$ cat src/rtl/mvp_transform_sched.sv
// Streams a batch of vertices from vertex memory through a non-stallable 4x4 MVM
// and delivers the results through a small first-word fall-through FIFO.
module mvp_transform_sched #(
  parameter int DATAWIDTH  = 32,
  parameter int ADDR_W     = 16,
  parameter int FIFO_DEPTH = 8
) (
  input  logic                               clk,
  input  logic                               rstn,
  input  logic                               start,
  input  logic [3:0][3:0][DATAWIDTH-1:0]     mat,
  input  logic [ADDR_W-1:0]                  vtx_base,
  input  logic [ADDR_W-1:0]                  num_vertices,
  output logic                               vtx_rd_en,
  output logic [ADDR_W-1:0]                  vtx_addr,
  input  logic [3:0][DATAWIDTH-1:0]          vtx_data,
  output logic [3:0][3:0][DATAWIDTH-1:0]     mvm_A,
  output logic [3:0][DATAWIDTH-1:0]          mvm_x,
  output logic                               mvm_dv,
  input  logic [3:0][DATAWIDTH-1:0]          mvm_y,
  input  logic                               mvm_dv_out,
  output logic [3:0][DATAWIDTH-1:0]          o_vertex,
  output logic                               o_valid,
  input  logic                               o_ready,
  output logic                               busy,
  output logic                               done
);

  localparam int PTR_W = $clog2(FIFO_DEPTH);
  localparam int CNT_W = PTR_W + 1;
  localparam logic [CNT_W:0]   OCC_LIMIT = FIFO_DEPTH[CNT_W:0];
  localparam logic [CNT_W-1:0] FIFO_FULL = FIFO_DEPTH[CNT_W-1:0];

  typedef enum logic [1:0] {S_IDLE, S_ISSUE, S_DRAIN, S_DONE} state_t;

  state_t                           state_q, state_d;
  logic [3:0][3:0][DATAWIDTH-1:0]   mat_q, mat_d;
  logic [ADDR_W-1:0]                base_q, base_d;
  logic [ADDR_W-1:0]                num_q, num_d;
  logic [ADDR_W-1:0]                issued_q, issued_d;
  logic [CNT_W-1:0]                 in_flight_q, in_flight_d;
  logic [CNT_W-1:0]                 fifo_cnt_q, fifo_cnt_d;
  logic [PTR_W-1:0]                 wr_ptr_q, wr_ptr_d;
  logic [PTR_W-1:0]                 rd_ptr_q, rd_ptr_d;
  logic                             mvm_dv_q, mvm_dv_d;
  logic                             busy_q, busy_d;
  logic                             done_q, done_d;

  logic [3:0][DATAWIDTH-1:0]        fifo_mem [FIFO_DEPTH];
  logic [CNT_W:0]                   occupancy;
  logic                             fifo_push;
  logic                             fifo_pop;

  // Issue is throttled so every read in flight already owns a FIFO slot.
  assign occupancy = {1'b0, in_flight_q} + {1'b0, fifo_cnt_q};
  // Results with nothing in flight are leftovers from an aborted batch.
  assign fifo_push = mvm_dv_out && (in_flight_q != '0);
  assign o_valid   = (fifo_cnt_q != '0);
  assign fifo_pop  = o_valid && o_ready;
  assign o_vertex  = o_valid ? fifo_mem[rd_ptr_q] : '0;

  assign vtx_addr  = base_q + issued_q;
  assign mvm_A     = mat_q;
  assign mvm_x     = vtx_data;
  assign mvm_dv    = mvm_dv_q;
  assign busy      = busy_q;
  assign done      = done_q;

  always_comb begin
    state_d   = state_q;
    mat_d     = mat_q;
    base_d    = base_q;
    num_d     = num_q;
    issued_d  = issued_q;
    busy_d    = busy_q;
    done_d    = 1'b0;
    vtx_rd_en = 1'b0;
    case (state_q)
      S_IDLE: begin
        if (start && !done_q) begin
          mat_d    = mat;
          base_d   = vtx_base;
          num_d    = num_vertices;
          issued_d = '0;
          busy_d   = 1'b1;
          state_d  = (num_vertices == '0) ? S_DONE : S_ISSUE;
        end
      end
      S_ISSUE: begin
        vtx_rd_en = (issued_q < num_q) && (occupancy < OCC_LIMIT);
        if (vtx_rd_en) begin
          issued_d = issued_q + ADDR_W'(1);
          if (issued_d == num_q) state_d = S_DRAIN;
        end
      end
      S_DRAIN: begin
        if (in_flight_q == '0 && fifo_cnt_q == '0) state_d = S_DONE;
      end
      S_DONE: begin
        done_d  = 1'b1;
        busy_d  = 1'b0;
        state_d = S_IDLE;
      end
      default: state_d = S_IDLE;
    endcase
  end

  always_comb begin
    mvm_dv_d    = vtx_rd_en;
    in_flight_d = in_flight_q;
    fifo_cnt_d  = fifo_cnt_q;
    wr_ptr_d    = wr_ptr_q;
    rd_ptr_d    = rd_ptr_q;
    case ({vtx_rd_en, fifo_push})
      2'b10:   in_flight_d = in_flight_q + CNT_W'(1);
      2'b01:   in_flight_d = in_flight_q - CNT_W'(1);
      default: in_flight_d = in_flight_q;
    endcase
    case ({fifo_push, fifo_pop})
      2'b10:   fifo_cnt_d = fifo_cnt_q + CNT_W'(1);
      2'b01:   fifo_cnt_d = fifo_cnt_q - CNT_W'(1);
      default: fifo_cnt_d = fifo_cnt_q;
    endcase
    if (fifo_push) wr_ptr_d = wr_ptr_q + PTR_W'(1);
    if (fifo_pop)  rd_ptr_d = rd_ptr_q + PTR_W'(1);
  end

  always_ff @(posedge clk or negedge rstn) begin
    if (!rstn) begin
      state_q     <= S_IDLE;
      mat_q       <= '0;
      base_q      <= '0;
      num_q       <= '0;
      issued_q    <= '0;
      in_flight_q <= '0;
      fifo_cnt_q  <= '0;
      wr_ptr_q    <= '0;
      rd_ptr_q    <= '0;
      mvm_dv_q    <= 1'b0;
      busy_q      <= 1'b0;
      done_q      <= 1'b0;
    end else begin
      state_q     <= state_d;
      mat_q       <= mat_d;
      base_q      <= base_d;
      num_q       <= num_d;
      issued_q    <= issued_d;
      in_flight_q <= in_flight_d;
      fifo_cnt_q  <= fifo_cnt_d;
      wr_ptr_q    <= wr_ptr_d;
      rd_ptr_q    <= rd_ptr_d;
      mvm_dv_q    <= mvm_dv_d;
      busy_q      <= busy_d;
      done_q      <= done_d;
    end
  end

  always_ff @(posedge clk) begin
    if (fifo_push) fifo_mem[wr_ptr_q] <= mvm_y;
  end

  // The issue throttle guarantees space; a push into a full FIFO means a broken throttle.
  assert property (@(posedge clk) disable iff (!rstn) !(fifo_push && (fifo_cnt_q == FIFO_FULL)));

endmodule
$ cat config.mk
export PLATFORM = sky130hd
export DESIGN_NAME = mvp_transform_sched
export DESIGN_NICKNAME = d
export VERILOG_FILES = /design/src/rtl/mvp_transform_sched.sv
export SDC_FILE = /design/constraint.sdc
export NUM_CORES = 2
export LEC_CHECK = 0
export BUFFER_PORTS_ARGS = -buffer_cell sky130_fd_sc_hd__buf_4
export CORE_AREA = 2 2 617 619
export CTS_BUF_LIST = sky130_fd_sc_hd__clkbuf_4 sky130_fd_sc_hd__clkbuf_8
export CTS_CLUSTER_DIAMETER = 100
export DETAILED_ROUTE_END_ITERATION = 12
export DIE_AREA = 0 0 619 621
export GPL_ROUTABILITY_DRIVEN = 0
export PLACE_DENSITY = 0.44
export SLEW_MARGIN = 20
export SYNTH_ARGS = -nofsm -noshare
export SYNTH_HDL_FRONTEND = slang
export SYNTH_SLANG_ARGS = --single-unit
export TNS_END_PERCENT = 50
$ cat constraint.sdc
create_clock -name clk -period 13.1 [get_ports clk]
set_clock_uncertainty 0.1 [all_clocks]
set_input_delay 3.275 -clock clk [delete_from_list [all_inputs] [get_ports clk]]
set_output_delay 3.275 -clock clk [all_outputs]
set_load 0.03 [all_outputs]
==> qor.yml <==
root_buffer: "clkbuf_8"
switching_share_pct: 42.96
p_seq_share_pct: 33.9
path_delay_family: "buffers and inverters"
hold_viol: 0
cts_resized: 0
grt_pass1_wl_um: 442700
pwr-share-clk_pct: 22.2
drtAntennaViolNets: 0
yosys_most_used_dff: "edfxtp_1"
min_period_ps: 7930
leakage_nw: 35.04
rows: 226
avgSynthCellArea_um2: 14.21
yosys_warnings: 0
mostFrequentLayoutCells: "nand2_1 (1629), buf_4 (1372), edfxtp_1 (1024)"
maxSlewHeadroom_pct: 23.92
setup_viol: 0
setup_ws_ps: 5170
post_cts_buffers: 0
critical_path.max_stage_delay_ps: 770
status: "completed"
overflow: 0
syn_area_um2: 63430
clkLatencyLatePin_ps: 980
worstSetupStartpointType: "flop"
slowest_stage: "dfrtp_4"
grt_pass1_vias: 43880
cts_buffer_depth: 4
syn_to_final_growth_pct: 33.50
ys_seq_area_share_pct: 71.32
critPathKind: "flop to output port"
power_switching_mw: 9.633
die_h_um: 621
synth_edf_count: 1024
netlist_instances: 4465
pre_cts_slack_ps: 5976
synth.net_count: 5321
synthArstFlopShare_pct: 36.12
top_layer_used: "met5"
numCtsBuffers: 301
placement.io_buffers: 1337
tightest_slew_ps: 1141
drv_cap: 0
ctsHoldBuffers: 0
vias_per_cell: 3.845
grt_use_total_pct: 17.31
arrival_ps: 4550
drt_iter0_markers: 3389
ys_ff_latch: 1603
nFillCells: 40490
drv_slew: 0
hp-class: "flop to flop"
wl_per_cell_um: 31.15
start_util_pct: 16.79
drtPass1Iterations: 5
clk_pin_slew_worst_paths_ps: 60
cp_max_fo: 97
timing.final.crit_share_pct: 60.53
intPower_mw: 12.79
crit_buf_inv: 3
crit_top_cell: "buf_12"
drive_above_1_share_pct: 35.84
cts_num_sinks: 1603
dr_wl_met3_um: 50270
peakVddDrop_mv: 0.1691
core-area_um2: 377800
final_core_util_pct: 22.41
cts_tree: "built"
fin_nets: 6665
htree_levels: 5
drc: 0
p_per_area_nw_per_um2: 264.8
end_kind: "output port"
hpwlAfterDp_um: 267400
required_ps: 9720
drt_wl_total_um: 344600
combPwrFrac_pct: 43.9
route.vias.total: 42530
cp_cell_sequence: "buf_12 > buf_12 > mux4_2 > mux2i_1 > nor2_1 > buf_4"
rsz0062_at_grt: "false"
antenna_found_initial: 53
yosysUniqueCellTypes: 67
grt_max_degree: 232
final_common_cell: "nand2_1"
met1Wirelength_um: 112900
met2_length_um: 165300
die-area_um2: 384400
ios: 1594
clock.fmax_mhz: 126.1
die_x_um: 619
-- metal layers --
layer  vias to the layer above  track usage [%]
li1                      18270                -
met2                      1953            28.94
met4                        74            6.361
met1                     21720            16.62
met5                         -            2.588
met3                       516            11.60
-- layout make-up --
type,instances,area (µm²),share of cell area (%)
diodes,15,37.54,0.04433
clock buffers,424,5216,6.161
clock inverters,100,770.7,0.9103
inverters,41,153.9,0.1818
multi-input cells,2471,16290,19.24
flip-flops and latches,1603,45250,53.44
well taps,5016,6276,7.412
repair buffers,1391,10670,12.61
-- cell usage after synthesis (5+ instances only) --
master	instances	area (µm²)
a21o_1	13	97.59
a21oi_1	21	105.1
a22o_1	6	52.55
and3_1	5	31.28
buf_1	37	138.9
buf_4	130	975.9
clkbuf_1	175	656.9
dfrtp_1	579	14490
edfxtp_1	1024	30750
ha_1	48	600.6
inv_1	41	153.9
mux2i_1	128	1281
mux4_2	256	5766
nand2_1	1629	6115
nand2b_1	10	62.56
nand3_1	14	70.07
nand4_1	5	31.28
nor2_1	153	574.3
nor3_1	7	35.03
nor4_1	6	37.54
o211ai_1	5	37.54
o21ai_0	38	190.2
o22ai_1	5	31.28
or3_1	5	31.28
xnor2_1	33	289.0
xor2_1	14	122.6
-- final timing paths --
path	from	to	slack [ps]	depth (start not counted)
max	rd_ptr_q[0]	o_vertex[78]	5170	6
min	mvm_A[483]	mvm_A[483]	370	2
max reg2reg	state_q[0]	mvm_A[376]	9120	9
min reg2reg	mvm_A[483]	mvm_A[483]	370	2
max in group asynchronous	rstn	mvm_A[261]	8170	3
min in group asynchronous	rstn	mvm_A[391]	2090	1
-- flip-flops by register name (all words and copies together) (netlist names), 2 cells and up --
signal       flops
mvm_A          512
issued_q        16
in_flight_q      4
num_q           16
fifo_mem      1024
wr_ptr_q         3
state_q          2
fifo_cnt_q       4
base_q          16
rd_ptr_q         3
-- power by group through the flow --
stage / sequential [mW] / combinational (mW) / clock, mW
after floorplan: 8.92 / 4.21 / 0
after global placement: 7.66 / 10.0 / 0
after detailed placement: 7.68 / 10.0 / 0
after CTS: 7.61 / 10.0 / 5.15
after global routing: 7.73 / 10.4 / 5.36
final: 7.60 / 9.84 / 4.98
-- worst min-delay path: cells and delay by family, from the launching register on --
kind / cells / cell delay (ps)
simple gates: 2 / 100
flops: 1 / 340
-- metrics by stage --
stage          setup TNS [ps]  std cells  instance area [µm²]  hold WS (ps)  power, mW
2_1_floorplan           -1383       4465                63430         352.3      13.13
3_3_place_gp                0      10520                78620         358.9      17.67
3_5_place_dp                0      10520                78620         363.6      17.70
4_1_cts                     0      11050                84600         376.4      22.80
5_1_grt                     0      11050                84640         389.4      23.51
6_report                    0      11060                84670         374.4      22.42
-- kinds of logic (layout without fill, tap and decap cells) --
family	count (synthesis)	in the layout	synth area share (%)
and+or+nand+nor	1865	1865	11.42
DFF	1603	1603	71.32
buffers and inverters	391	1956	3.119
muxes	386	386	11.15
AOI/OAI and AO/OA	122	122	1.290
adders and majority gates	51	51	1.042
xor gates and xnor gates	47	47	0.6490
other	0	15	0
No activity file was read; power rests on OpenSTA's default activity.
